File: src/rtl/overture_io_port.sv
// Host-side I/O port for the Overture CPU: a host-to-CPU byte FIFO and a
// CPU-to-host byte FIFO, each with a sticky error flag for illegal accesses.
module overture_io_port #(
    parameter int DEPTH = 4,
    parameter int CW    = $clog2(DEPTH) + 1
) (
    input  logic          clk,
    input  logic          rst,
    input  logic [7:0]    host_in_data,
    input  logic          host_in_valid,
    output logic          host_in_ready,
    output logic [7:0]    cpu_input,
    input  logic          cpu_in_rd,
    input  logic [7:0]    cpu_output,
    input  logic          cpu_out_wr,
    output logic [7:0]    host_out_data,
    output logic          host_out_valid,
    input  logic          host_out_ready,
    output logic [CW-1:0] in_count,
    output logic [CW-1:0] out_count,
    output logic          underrun,
    output logic          overrun,
    input  logic          err_clr
);

    localparam int            AW       = $clog2(DEPTH);
    localparam logic [CW-1:0] FULL_CNT = CW'(DEPTH);

    function automatic logic [CW-1:0] next_count(input logic [CW-1:0] cnt,
                                                 input logic          push,
                                                 input logic          pop);
        logic [CW-1:0] res;
        res = cnt;
        case ({push, pop})
            2'b10:   res = cnt + CW'(1);
            2'b01:   res = cnt - CW'(1);
            default: res = cnt;
        endcase
        return res;
    endfunction

    logic [7:0]    r_in_mem  [DEPTH];
    logic [AW-1:0] r_in_wptr;
    logic [AW-1:0] r_in_rptr;
    logic [CW-1:0] r_in_count;

    logic [7:0]    r_out_mem [DEPTH];
    logic [AW-1:0] r_out_wptr;
    logic [AW-1:0] r_out_rptr;
    logic [CW-1:0] r_out_count;

    logic          r_underrun;
    logic          r_overrun;

    logic w_in_full;
    logic w_in_empty;
    logic w_in_push;
    logic w_in_pop;
    logic w_underrun_ev;
    logic w_out_full;
    logic w_out_empty;
    logic w_out_push;
    logic w_out_pop;
    logic w_overrun_ev;

    // Full/empty come from the registered counts, so a pop cannot free a slot
    // for a push in the same cycle.
    assign w_in_full     = (r_in_count == FULL_CNT);
    assign w_in_empty    = (r_in_count == '0);
    assign w_in_push     = host_in_valid && !w_in_full;
    assign w_in_pop      = cpu_in_rd && !w_in_empty;
    assign w_underrun_ev = cpu_in_rd && w_in_empty;

    assign w_out_full    = (r_out_count == FULL_CNT);
    assign w_out_empty   = (r_out_count == '0);
    assign w_out_push    = cpu_out_wr && !w_out_full;
    assign w_out_pop     = host_out_ready && !w_out_empty;
    assign w_overrun_ev  = cpu_out_wr && w_out_full;

    // Storage holds data only; it is never reset.
    always_ff @(posedge clk) begin
        if (w_in_push) begin
            r_in_mem[r_in_wptr] <= host_in_data;
        end
        if (w_out_push) begin
            r_out_mem[r_out_wptr] <= cpu_output;
        end
    end

    always_ff @(posedge clk) begin
        if (!rst) begin
            r_in_wptr   <= '0;
            r_in_rptr   <= '0;
            r_in_count  <= '0;
            r_out_wptr  <= '0;
            r_out_rptr  <= '0;
            r_out_count <= '0;
            r_underrun  <= 1'b0;
            r_overrun   <= 1'b0;
        end else begin
            if (w_in_push) begin
                r_in_wptr <= r_in_wptr + AW'(1);
            end
            if (w_in_pop) begin
                r_in_rptr <= r_in_rptr + AW'(1);
            end
            r_in_count <= next_count(r_in_count, w_in_push, w_in_pop);

            if (w_out_push) begin
                r_out_wptr <= r_out_wptr + AW'(1);
            end
            if (w_out_pop) begin
                r_out_rptr <= r_out_rptr + AW'(1);
            end
            r_out_count <= next_count(r_out_count, w_out_push, w_out_pop);

            // A new error in the same cycle as err_clr leaves the flag set.
            r_underrun <= (r_underrun && !err_clr) || w_underrun_ev;
            r_overrun  <= (r_overrun  && !err_clr) || w_overrun_ev;
        end
    end

    assign host_in_ready  = !w_in_full;
    assign cpu_input      = w_in_empty ? 8'h00 : r_in_mem[r_in_rptr];
    assign host_out_valid = !w_out_empty;
    assign host_out_data  = w_out_empty ? 8'h00 : r_out_mem[r_out_rptr];
    assign in_count       = r_in_count;
    assign out_count      = r_out_count;
    assign underrun       = r_underrun;
    assign overrun        = r_overrun;

endmodule

File: config.mk
export PLATFORM = sky130hd
export DESIGN_NAME = overture_io_port
export DESIGN_NICKNAME = d
export VERILOG_FILES = /design/src/rtl/overture_io_port.sv
export SDC_FILE = /design/constraint.sdc
export NUM_CORES = 1
export LEC_CHECK = 0
export CAP_MARGIN = 5
export CORE_MARGIN = 3
export CORE_UTILIZATION = 40
export CTS_CLUSTER_SIZE = 30
export DETAILED_ROUTE_END_ITERATION = 10
export SYNTH_ARGS = -nofsm -noshare
export SYNTH_HDL_FRONTEND = slang
export SYNTH_SLANG_ARGS = --single-unit
File: constraint.sdc
create_clock -name clk -period 1.9 [get_ports clk]
set_input_delay 0.285 -clock clk [delete_from_list [all_inputs] [get_ports clk]]
set_output_delay 0.285 -clock clk [all_outputs]
set_load 0.05 [all_outputs]
# Word level (Yosys, flattened, before mapping)

Memories as Yosys holds them, arrays and structs flattened. A register that Yosys moved wholly into a read port is not among the register bits.
Cells that the tools add are included.

Multiply operators: 0
Bitwise logic cells: 0
Add/subtract/negate cells: 8
Div/mod/pow operators: 0
Mux-type cells: 12
$lt $le $gt $ge: 0
Shifts and indexed selects: 0
Reductions and logical operators: 19
Equality and inequality tests: 6

Operators by type and width:

| operator                                                           | count |
|---|---|
| 8-bit two-way mux                                                  | 2 |
| 3-bit one-hot mux with 2 select lines                              | 2 |
| 2-bit by 1-bit adder with 2-bit output, second input constant      | 4 |
| 1-bit logical AND                                                  | 8 |
| 2-bit two-way mux                                                  | 4 |
| 3-bit by 1-bit adder with 3-bit output, second input constant      | 2 |
| 3-bit == test, second input constant                               | 2 |
| 3-bit zero test                                                    | 2 |
| 3-bit by 1-bit subtractor with 3-bit output, second input constant | 2 |
| 1-bit zero test                                                    | 5 |
| 2-bit by 1-bit == test with 1-bit output, second input constant    | 2 |
| 2-bit == test, second input constant                               | 2 |
| 1-bit two-way mux                                                  | 4 |
| 2-bit nonzero test                                                 | 2 |
| 1-bit logical OR                                                   | 2 |

Word-level logic and storage cells: 55
Output and inout port bits: 26
Bits in latches: 0
Memories: 2
Memory bits (writable): 64
Memory bits (read-only): 0
Input port bits: 23
Flip-flop bits (word level): 16

Memories:

| memory    | words | width | read ports | clocked after memory_dff | write ports | RTL line | source |
|---|---|---|---|---|---|---|---|
| r_in_mem  | 4     | 8     | 1          | 1                        | 1           | 42       | `logic [7:0] r_in_mem [DEPTH];` |
| r_out_mem | 4     | 8     | 1          | 1                        | 1           | 47       | `logic [7:0] r_out_mem [DEPTH];` |

# Longest topological paths before layout

Gate-level depths: netlist (run 1).

Word-level depth: 5
Depth in mapped cells: 9
Gate-level depth less buffers: 9

# Worst setup path after synthesis (run 1)

OpenSTA, ideal clock, no wires.

Kind: register to register
Start point: register r_in_count[2] (netlist: in_count[2])
End point: register r_in_count[2] (netlist: in_count[2])
Clock period less this slack: 2.258 ns
Data arrival time: 2.182 ns
Path buffers: 0
Cell stages (with the launch flop): 9
Slack: -0.358 ns
Cells stage by stage: dfxtp_1 -> nor3_2 -> nor2b_1 -> ha_1 -> inv_1 -> fa_1 -> xor2_1 -> or3_1 -> a21boi_0

Word-level cells in the longest chain between the ends: 5

RTL lines:

| what                                                                        | RTL line | source |
|---|---|---|
| from (decl)                                                                 | 45       | `logic [CW-1:0] r_in_count;` |
| from (signal assigned)                                                      | 107      | `r_in_count <= next_count(r_in_count, w_in_push, w_in_pop);` |
| 3-bit zero test (*)                                                         | 69       | `assign w_in_empty = (r_in_count == '0);` |
| 1-bit zero test (*)                                                         | 71       | `assign w_in_pop = cpu_in_rd && !w_in_empty;` |
| 1-bit logical AND (*)                                                       | 71       |  |
| via w_in_pop                                                                | 58       | `logic w_in_pop;` |
| 2-bit by 1-bit == test with 1-bit output or 2-bit == test (tied branches)   | 34       | `case ({push, pop})` |
| 3-bit one-hot mux with 2 select lines or 2-bit nonzero test (tied branches) | --       |  |

Mark *: on every way through the listed nets, which the timed path passes. The rest lies on a longest branch.
A chain may end at the register's enable or synchronous reset.

==> impl_summary.log, run 1 <==
INFO  metric place_hpwl = 3.98 mm
INFO  metric synth_sequential_area_ratio = 66.8%
INFO  metric synth-edff-count = 64
INFO  metric clock-sinks = 84
INFO  metric r2r_setup_slack = 0.06 ns
INFO  metric vias = 1930
INFO  metric post_synth_num_cell_types = 28
INFO  metric cellLeakagePower = 0.00175 uW
INFO  metric fin_nets = 328
INFO  metric power.switching = 2930 uW
INFO  metric drcViolationCount = 0
INFO  metric critical_path.max_fanout = 8
INFO  metric rsz0062_at_grt = true
INFO  metric post_synth_instance_area = 3480 um^2
INFO  metric ff_latch_area = 2350 um^2
INFO  metric post_route_cells_drive_above_1_share = 36.6%
INFO  metric sequential_cell_fraction_of_total_power = 32.9%
INFO  metric cts_root_buffer = sky130_fd_sc_hd__clkbuf_8
INFO  metric floorplan.rows = 33
INFO  metric slowest_stage_delay_cp = 0.51 ns
INFO  metric fin_cells = 403
INFO  metric wire_per_inst = 14.6 um
INFO  metric synthesis.instances = 217
INFO  metric firstDrtPassIters = 4
INFO  metric cts-root-to-sink-buffers = 2
INFO  metric global_route.usage.total = 13.0%
INFO  metric start_kind = flop
INFO  metric comb_power_share = 48.6%
INFO  metric kind_of_cell_adding_the_most_delay_to_the_critical_path = multiplexers
INFO  metric post_synthesis_cell_type_with_the_largest_combined_area = sky130_fd_sc_hd__edfxtp_1
INFO  metric dieArea = 9850 um^2
INFO  metric swShare = 38.8%
INFO  metric max_cap_violations = 0
INFO  metric postSynthNetCount = 252
INFO  metric drt.antenna.violating_nets = 0
INFO  metric io_pins = 49
INFO  metric clk_latency = 0.35 ns
INFO  metric grt_antenna_before_repair = 0
INFO  metric maxSlewViolCount = 0
INFO  metric htreeDepth = 3
INFO  metric postPlaceCellArea = 4360 um^2
INFO  metric grt_pass1_wl = 9.67 mm
INFO  metric vdd_ir_drop_max = 0.977 mV
INFO  metric layout_setup_ws = -0.0295 ns
INFO  metric max_slew_margin = 66.5%
INFO  metric crit_slowest_cell = sky130_fd_sc_hd__mux4_2
INFO  metric wl = 5.90 mm
INFO  metric postSynth.asyncResetShare = 0%
INFO  metric postLayoutCellArea = 4750 um^2
INFO  metric avgSynthCellArea = 16.0 um^2
INFO  metric vias_per_cell = 4.79
INFO  metric grt_start_max_net_pins = 23
INFO  metric min_path_type = reg2reg
INFO  metric start_util = 41.7%
INFO  metric ys_top_cells_by_area = sky130_fd_sc_hd__edfxtp_1, sky130_fd_sc_hd__dfxtp_1, sky130_fd_sc_hd__mux4_2, sky130_fd_sc_hd__ha_1, sky130_fd_sc_hd__nor2b_1
INFO  metric die_span_x = 99.3 um
INFO  metric finClkSkew = 0.00608 ns
INFO  metric required = 1.62 ns
INFO  metric clk_transition_reported_paths = 0.09 ns
INFO  metric routabilityCongestion = 0.713
INFO  metric final_min_period_over_clock_period = 102%
INFO  metric placedCellCount = 387
INFO  metric cp_cell_sequence = buf_12 -> mux4_2 -> nor2b_4 -> buf_6
INFO  metric p_clk_share = 18.5%
INFO  metric netlist_top_cells_count = sky130_fd_sc_hd__edfxtp_1, sky130_fd_sc_hd__dfxtp_1, sky130_fd_sc_hd__nor2b_1
INFO  metric antennaDiodeCount = 0
INFO  metric failed_checks = setup timing
INFO  metric cp_data_arrival_time = 1.64 ns
INFO  metric worst-path-buf-inv = 2
INFO  metric grt_pass1_vias = 2017
INFO  metric total_power = 7560 uW
INFO  metric tightest_slew = 0.501 ns
INFO  metric final_hold_violation_count = 0
INFO  metric gr-total-overflow = 0
INFO  metric detailedRoute.firstIterationViolations = 73
INFO  metric core-area = 8340 um^2
INFO  metric power_report.internal_total = 4630 uW
INFO  metric place.port_buffers = 48
INFO  metric synth.most_common_cell = sky130_fd_sc_hd__edfxtp_1
INFO  metric finalCriticalPeriod = 1.93 ns
INFO  metric final_number_of_setup_violating_endpoints = 13
INFO  metric status = finished, violations left
INFO  metric tritoncts_buffers = 9
INFO  metric flow.area_growth_from_synthesis = 36.7%
INFO  metric yosys_warnings = 0
INFO  metric die_extent_in_y = 99.3 um
INFO  metric fillers = 670
INFO  metric synth_top_flop_cell = sky130_fd_sc_hd__edfxtp_1
INFO  metric area_taken_by_multi_input_logic_gates = 1190 um^2
INFO  metric timing_limited_maximum_frequency = 518 MHz
INFO  metric worst_setup_path_end_kind = primary output
INFO  metric power.density = 1590 nW/um^2
INFO  metric postSynthRegisterBits = 84
INFO  metric critical_path_class = reg2out
INFO  metric synth_top_area_share = 55.3%
INFO  metric tritoncts = yes
-- power by group through the flow --
stage	Combinational, uW	Sequential, uW	Clock (uW)
CTS	3580	2490	1460
floorplan	2000	2690	0
finish	3670	2490	1400
global placement	3220	2530	0
global route	3930	2520	1530
detailed placement	3250	2530	0
-- logic make-up after synthesis --
| kind of cell | synth area share [%] |
|---|---|
| buffers and inverters | 3.02 |
| DFF | 66.8 |
| AOI/OAI and AO/OA | 3.42 |
| adders and majority gates | 4.75 |
| muxes | 11.5 |
| and+or+nand+nor | 9.53 |
| xor gates and xnor gates | 1.01 |
-- flip-flops by register name, indices dropped and copies added, names as in the netlist, 2 cells and up, named ones only --
register and cells:
r_in_mem 32, r_out_mem 32, in_count 3, out_count 3
r_in_rptr 2, r_in_wptr 2, r_out_rptr 2, r_out_wptr 2
-- worst min-delay path, delay by kind of cell (launching register included) --
family,cells,cell delay (ns)
flip-flops,1,0.32
AO/OA/AOI/OAI,1,0.06
AND/OR/NAND/NOR,1,0.06
-- area by class of cell --
| type | count | area share (%) |
|---|---|---|
| Clock inverter | 7 | 2.05 |
| Inverter | 14 | 1.11 |
| Clock buffer | 9 | 2.61 |
| Sequential cell | 84 | 49.4 |
| Multi-Input combinational cell | 111 | 25.0 |
| Timing Repair Buffer | 73 | 17.1 |
| Tap cell | 105 | 2.76 |
-- worst paths after layout --
check	startpoint	end	cells past startpoint
min reg2reg	r_in_rptr[0]$_SDFFE_PN0P_	r_in_rptr[0]$_SDFFE_PN0P_	2
max	flop	host_out_data[4]	4
max reg2reg	out_count[1]$_SDFFE_PN0P_	out_count[2]$_SDFFE_PN0P_	8
min	r_in_rptr[0]$_SDFFE_PN0P_	r_in_rptr[0]$_SDFFE_PN0P_	2
-- through the flow --
stage / setup TNS [ns] / hold WS, ns / setup WS [ns] / util, %
2_1_floorplan: 0 / 0.384 / 0.0123 / -
3_3_place_gp: -0.784 / 0.468 / -0.279 / 52.3
3_5_place_dp: -0.953 / 0.484 / -0.316 / 52.3
4_1_cts: -0.779 / 0.496 / -0.0650 / 56.3
5_1_grt: -1.27 / 0.519 / -0.0909 / 57.0
6_report: -0.151 / 0.491 / -0.0295 / 57.0
-- cells in the final DEF (no fill, tap or decap), types with 3 or more instances in the layout --
master	instances
sky130_fd_sc_hd__edfxtp_1	64
sky130_fd_sc_hd__clkdlybuf4s50_1	26
sky130_fd_sc_hd__buf_4	18
sky130_fd_sc_hd__mux4_2	16
sky130_fd_sc_hd__buf_6	16
sky130_fd_sc_hd__nand2_1	15
sky130_fd_sc_hd__inv_1	13
sky130_fd_sc_hd__nor2b_4	13
sky130_fd_sc_hd__and2_1	12
sky130_fd_sc_hd__dfxtp_1	12
sky130_fd_sc_hd__buf_12	10
sky130_fd_sc_hd__clkbuf_8	9
sky130_fd_sc_hd__o21ai_0	8
sky130_fd_sc_hd__ha_1	8
sky130_fd_sc_hd__nor2b_1	6
sky130_fd_sc_hd__dfxtp_4	6
sky130_fd_sc_hd__or3_1	4
sky130_fd_sc_hd__a21boi_1	4
sky130_fd_sc_hd__mux2i_1	4
sky130_fd_sc_hd__dlymetal6s2s_1	3
-- layer usage --
metal	share of wire, %	wire length (um)	track usage, %	vias to the layer above
li1	-	-	-	944
met1	46	2740	17.3	932
met2	46	2740	19.8	46
met3	5.1	302	3.51	8
met4	2.1	123	6.30	0
met5	0	0	0	-
-- timing repair --
item / 4_1_cts / 5_1_grt
hold buffers: 0 / 0
resized for setup: 32 / 17
gates cloned: 0 / 0
setup buffers: 0 / 0
setup endpoints to repair: 16 / 21
No activity file was read; power rests on OpenSTA's default activity.
==> run 2, diff against run 1 <==
- CORE_ASPECT_RATIO: default -> 2
==> run 2 against run 1 <==
  * The flow now finishes without violations
  * Combinational power up 2%
  * Maximum frequency is 2.5% higher
  * Routed wire length grew 4.6%
  * Register-to-register slack improved by 0.02 ns
  * Worst setup slack gained 0.047 ns
  * Non-clock buffer count is 1 higher
  * Via count grew 1.4%
  * Clock power grew 16%
  * Critical path depth did not move
==> impl_summary.log, run 2 (synthesized netlist as in run 1, its figures left out) <==
INFO  metric vias = 1957
INFO  metric most-common-layout-cells = sky130_fd_sc_hd__edfxtp_1, sky130_fd_sc_hd__clkdlybuf4s50_1, sky130_fd_sc_hd__buf_4
INFO  metric flow.area_growth_from_synthesis = 38.1%
INFO  metric antennaDiodeCount = 0
INFO  metric die_span_x = 71.9 um
INFO  metric drt.antenna.violating_nets = 0
INFO  metric finalCriticalPeriod = 1.88 ns
INFO  metric drcViolationCount = 0
INFO  metric htreeDepth = 3
INFO  metric die_extent_in_y = 138 um
INFO  metric vdd_ir_drop_max = 0.999 mV
INFO  metric max_cap_violations = 0
INFO  metric cts-root-to-sink-buffers = 2
INFO  metric clk_transition_reported_paths = 0.06 ns
INFO  metric finClkSkew = 0.00526 ns
INFO  metric maxSlewViolCount = 0
INFO  metric cellLeakagePower = 0.00175 uW
INFO  metric top_regs = r_in_mem x32, r_out_mem x32
INFO  metric critical_path.max_fanout = 8
INFO  metric regToRegStartpoint = out_count[0]$_SDFFE_PN0P_
INFO  metric detailedRoute.firstIterationViolations = 72
INFO  metric firstDrtPassIters = 4
INFO  metric cp_cell_sequence = buf_12 -> mux4_2 -> nor2b_4 -> buf_6
INFO  metric final_hold_violation_count = 0
INFO  metric tritoncts_buffers = 9
INFO  metric dieArea = 9920 um^2
INFO  metric floorplan.rows = 47
INFO  metric io_pins = 49
INFO  metric clock-sinks = 84
INFO  metric core-area = 8350 um^2
INFO  metric tritoncts = yes
INFO  metric fin_worst_hold_slack = 0.328 ns
INFO  metric grt_pass1_vias = 2042
INFO  metric crit_slowest_cell = sky130_fd_sc_hd__mux4_2
INFO  metric global_route.usage.total = 13.8%
INFO  metric cts_root_buffer = sky130_fd_sc_hd__clkbuf_16
INFO  metric grt_pass1_wl = 9.85 mm
INFO  metric grt_start_max_net_pins = 23
INFO  metric tightest_slew = 0.521 ns
INFO  metric start_kind = flop
INFO  metric start_util = 41.7%
INFO  metric power.density = 1640 nW/um^2
INFO  metric final_min_period_over_clock_period = 99.1%
INFO  metric vias_per_cell = 4.93
INFO  metric postPlaceCellArea = 4320 um^2
INFO  metric worst_setup_path_end_kind = primary output
INFO  metric routabilityCongestion = 0.750
INFO  metric place.port_buffers = 48
INFO  metric rsz0062_at_grt = true
INFO  metric status = finished clean
INFO  metric wire_per_inst = 15.5 um
INFO  metric final_number_of_setup_violating_endpoints = 0
INFO  metric fin_nets = 329
INFO  metric wl = 6.17 mm
INFO  metric max_slew_margin = 65.2%
INFO  metric postLayoutCellArea = 4800 um^2
INFO  metric place_hpwl = 4.69 mm
INFO  metric required = 1.62 ns
INFO  metric slowest_stage_delay_cp = 0.49 ns
INFO  metric critical_path_class = reg2out
INFO  metric min_path_type = in2reg
INFO  metric post_route_cells_drive_above_1_share = 36.8%
INFO  metric timing_limited_maximum_frequency = 531 MHz
INFO  metric cp_data_arrival_time = 1.60 ns
INFO  metric grt_antenna_before_repair = 0
INFO  metric hold_path.startpoint = cpu_in_rd
INFO  metric clk_latency = 0.33 ns
INFO  metric mostFrequentLayoutCell = sky130_fd_sc_hd__edfxtp_1
INFO  metric gr-total-overflow = 0
## run 2: cell count changes in the layout (fill, tap and decap cells not counted), moves of 2 or more
cell	before	now
sky130_fd_sc_hd__clkbuf_16	0	9
sky130_fd_sc_hd__clkbuf_8	9	0
sky130_fd_sc_hd__buf_4	18	22
sky130_fd_sc_hd__nor2b_1	6	2
sky130_fd_sc_hd__nor2b_4	13	17
sky130_fd_sc_hd__buf_12	10	7
sky130_fd_sc_hd__clkbuf_1	0	2
sky130_fd_sc_hd__clkdlybuf4s50_1	26	28
sky130_fd_sc_hd__clkinv_1	0	2
sky130_fd_sc_hd__dlymetal6s2s_1	3	1
sky130_fd_sc_hd__inv_6	2	0
## run 2: repair_timing
| item | in CTS | in global routing |
|---|---|---|
| pin swaps | 0 | 2 |
| setup buffers | 0 | 1 |
| setup endpoints to repair | 17 | 18 |
| gates cloned | 0 | 0 |
| gates resized for setup | 26 | 29 |
| hold buffers | 0 | 0 |
| hold endpoints to repair | 0 | 0 |
## run 2: cell type report
cell class,instances,area [um^2]
multi-input combinational,111,1220
fill,687,3550
timing repair buffer,74,778
tap,98,123
sequential,84,2350
inverter,14,52.6
clock buffer,11,233
clock inverter,5,52.6
## run 2: worst paths after layout
path                                                  end  slack (ns)  depth (start not counted)
worst min register to register  r_in_rptr[1]$_SDFFE_PN0P_        0.49                          2
worst min-delay path                  underrun$_SDFF_PN0_        0.33                          3
worst max-delay path                         cpu_input[3]        0.02                          4
worst max register to register  out_count[2]$_SDFFE_PN0P_        0.08                          9
## run 2: through the flow
stage / power, uW / cells / setup TNS (ns) / util, % / setup slack [ns]
after floorplan: 4690 / 217 / 0 / - / 0.0123
after global placement: 5760 / 380 / -0.966 / 51.7 / -0.302
after detailed placement: 5800 / 380 / -1.09 / 51.7 / -0.359
after CTS: 7720 / 396 / -0.129 / 56.2 / -0.0184
after global routing: 8320 / 397 / -0.613 / 57.5 / -0.0510
final: 7880 / 397 / 0 / 57.5 / 0.0176
## run 2: worst max-delay path: cells and delay by family (launching register included)
family	cells	cell delay, ns
buf+inv	2	0.30
flops	1	0.34
mux	1	0.49
simple gates	1	0.14
## run 2: report_power, final
part / leakage [uW] / internal (uW) / switching, uW
registers: 0.000756 / 2280 / 220
clock network: 0.000131 / 1010 / 617
logic: 0.000865 / 1630 / 2120
## run 2: per-layer routing
metal  part of all wire [%]  vias up  global-route usage [%]
li1                       -      949                       -
met1                     32      951                    12.0
met2                     61       48                    27.1
met3                    5.9        9                    4.79
met4                    1.6        0                    5.96
met5                      0        -                       0
==> run 3, diff against run 2 <==
- CORE_UTILIZATION: 40 -> 30
- HOLD_SLACK_MARGIN: default -> 0.03
==> run 3 against run 2 <==
  * The flow now finishes with violations (setup timing)
  * Flip-flop and latch count did not move
  * Via count grew 0.41%
  * Combinational power is 1% lower
  * Power is 0.73% lower
  * Count of clock-buffer cells in the layout fell by 2
  * Non-clock buffer count increased by 2
  * Clock skew is essentially flat
  * Largest power group unchanged
==> impl_summary.log, run 3 (synthesized netlist as in run 1, its figures left out) <==
INFO  metric start_util = 30.6%
INFO  metric drcViolationCount = 0
INFO  metric postLayoutCellArea = 4880 um^2
INFO  metric fin_worst_hold_slack = 0.410 ns
INFO  metric worst-path-buf-inv = 2
INFO  metric top_regs = r_in_mem x32, r_out_mem x32
INFO  metric tritoncts_buffers = 9
INFO  metric post_cts_hold_buffer_count = 0
INFO  metric kind_of_cell_adding_the_most_delay_to_the_critical_path = multiplexers
INFO  metric io_pins = 49
INFO  metric start_kind = flop
INFO  metric rsz0062_at_grt = true
INFO  metric gr-total-overflow = 0
INFO  metric fin_cells = 443
INFO  metric timing_limited_maximum_frequency = 523 MHz
INFO  metric cts_root_buffer = sky130_fd_sc_hd__clkbuf_16
INFO  metric status = finished, violations left
INFO  metric required = 1.62 ns
INFO  metric floorplan.rows = 55
INFO  metric place.port_buffers = 48
INFO  metric slowest_stage_delay_cp = 0.51 ns
INFO  metric global_route.usage.total = 11.4%
INFO  metric fillers = 1035
INFO  metric place_hpwl = 4.91 mm
INFO  metric vias = 1965
INFO  metric max_slew_margin = 67.1%
INFO  metric hold_path.startpoint = cpu_in_rd
INFO  metric placedCellCount = 425
INFO  metric vias_per_cell = 4.44
INFO  metric layout_setup_ws = -0.0128 ns
INFO  metric tritoncts = yes
INFO  metric fin_nets = 331
INFO  metric regToRegStartpoint = out_count[0]$_SDFFE_PN0P_
INFO  metric vdd_ir_drop_max = 0.921 mV
INFO  metric post_route_cells_drive_above_1_share = 38.9%
INFO  metric final_number_of_setup_violating_endpoints = 7
INFO  metric grt_pass1_vias = 2157
INFO  metric core-area = 11400 um^2
INFO  metric firstDrtPassIters = 4
INFO  metric failed_checks = setup timing
INFO  metric wire_per_inst = 14.8 um
INFO  metric die_extent_in_y = 158 um
INFO  metric worst_setup_path_end_kind = primary output
INFO  metric finClkSkew = 0.00549 ns
INFO  metric cellLeakagePower = 0.00176 uW
INFO  metric grt_antenna_before_repair = 0
INFO  metric routabilityCongestion = 0.689
INFO  metric cts-root-to-sink-buffers = 2
INFO  metric max_cap_violations = 0
INFO  metric mostFrequentLayoutCell = sky130_fd_sc_hd__edfxtp_1
INFO  metric power.density = 1600 nW/um^2
INFO  metric clk_latency = 0.34 ns
INFO  metric cp_data_arrival_time = 1.63 ns
INFO  metric min_path_type = in2reg
INFO  metric tightest_slew = 0.492 ns
INFO  metric ff_latch_area = 2350 um^2
INFO  metric cp_cell_sequence = buf_12 -> mux4_2 -> nor2b_4 -> buf_6
INFO  metric critical_path.max_fanout = 8
INFO  metric final_min_period_over_clock_period = 101%
INFO  metric final_core_util = 43.0%
INFO  metric maxSlewViolCount = 0
INFO  metric crit_slowest_cell = sky130_fd_sc_hd__mux4_2
INFO  metric critical_path_class = reg2out
INFO  metric final_hold_violation_count = 0
INFO  metric grt_start_max_net_pins = 17
INFO  metric htreeDepth = 3
INFO  metric wl = 6.55 mm
INFO  metric detailedRoute.firstIterationViolations = 41
INFO  metric grt_pass1_wl = 10.6 mm
INFO  metric clock-sinks = 84
INFO  metric die_span_x = 82.1 um
INFO  metric antennaDiodeCount = 0
INFO  metric most-common-layout-cells = sky130_fd_sc_hd__edfxtp_1, sky130_fd_sc_hd__buf_4, sky130_fd_sc_hd__clkdlybuf4s50_1
INFO  metric flow.area_growth_from_synthesis = 40.3%
INFO  metric dieArea = 13000 um^2
INFO  metric postPlaceCellArea = 4400 um^2
INFO  metric drt.antenna.violating_nets = 0
INFO  metric clk_transition_reported_paths = 0.06 ns
INFO  metric finalCriticalPeriod = 1.91 ns
INFO  metric area_taken_by_multi_input_logic_gates = 1190 um^2
==> run 3: worst paths after layout <==
check / endpoint / slack [ns] / cells after the start
worst max-delay path: cpu_input[6] / -0.01 / 4
worst min-delay path: flop / 0.41 / 3
worst max register to register: out_count[2]$_SDFFE_PN0P_ / 0.08 / 9
worst min register to register: flop / 0.49 / 2
==> run 3: metal layers <==
metal  wire length (um)  track usage (%)  up-vias
met3                283             2.43       15
met2               3790             21.0       53
met4                194             6.74        0
li1                   -                -      948
met5                  0                0        -
met1               2280             11.1      949
==> run 3: area by class of cell <==
type / count / share of cell area [%]
Sequential cell: 84 / 48.1
Multi-Input combinational cell: 111 / 24.3
Timing Repair Buffer: 76 / 17.1
Clock buffer: 9 / 4.62
Tap cell: 142 / 3.64
Clock inverter: 7 / 1.21
Inverter: 14 / 1.08
==> run 3: per-stage QoR <==
| stage | total power [uW] | worst slack, ns | TNS, ns |
|---|---|---|---|
| finish | 7830 | -0.0128 | -0.0377 |
| global route | 8220 | -0.0673 | -0.851 |
| CTS | 7700 | -0.0418 | -0.450 |
| detailed placement | 5790 | -0.383 | -1.21 |
| global placement | 5750 | -0.344 | -1.06 |
| floorplan | 4690 | 0.0123 | 0 |
==> run 3: repair_timing <==
action / 4_1_cts / 5_1_grt
setup endpoints to repair: 18 / 18
buffers inserted: 0 / 2
resized for setup: 27 / 23
pin swaps: 0 / 3
==> run 3: where the power goes <==
group / internal, uW / switching [uW] / leakage (uW) / total, uW
registers: 2280 / 194 / 0.000756 / 2470
clock network: 902 / 729 / 0.000127 / 1630
logic: 1610 / 2110 / 0.000876 / 3720
total: 4790 / 3040 / 0.00176 / 7830
==> run 3: worst register-to-register path: cells and delay by family, from the launching register on <==
family | cells | cell delay (ns)
buf+inv | 2 | 0.10
simple gates | 2 | 0.43
xor+xnor | 1 | 0.15
flops | 1 | 0.37
fa+ha+maj | 2 | 0.49
compound gates | 2 | 0.20
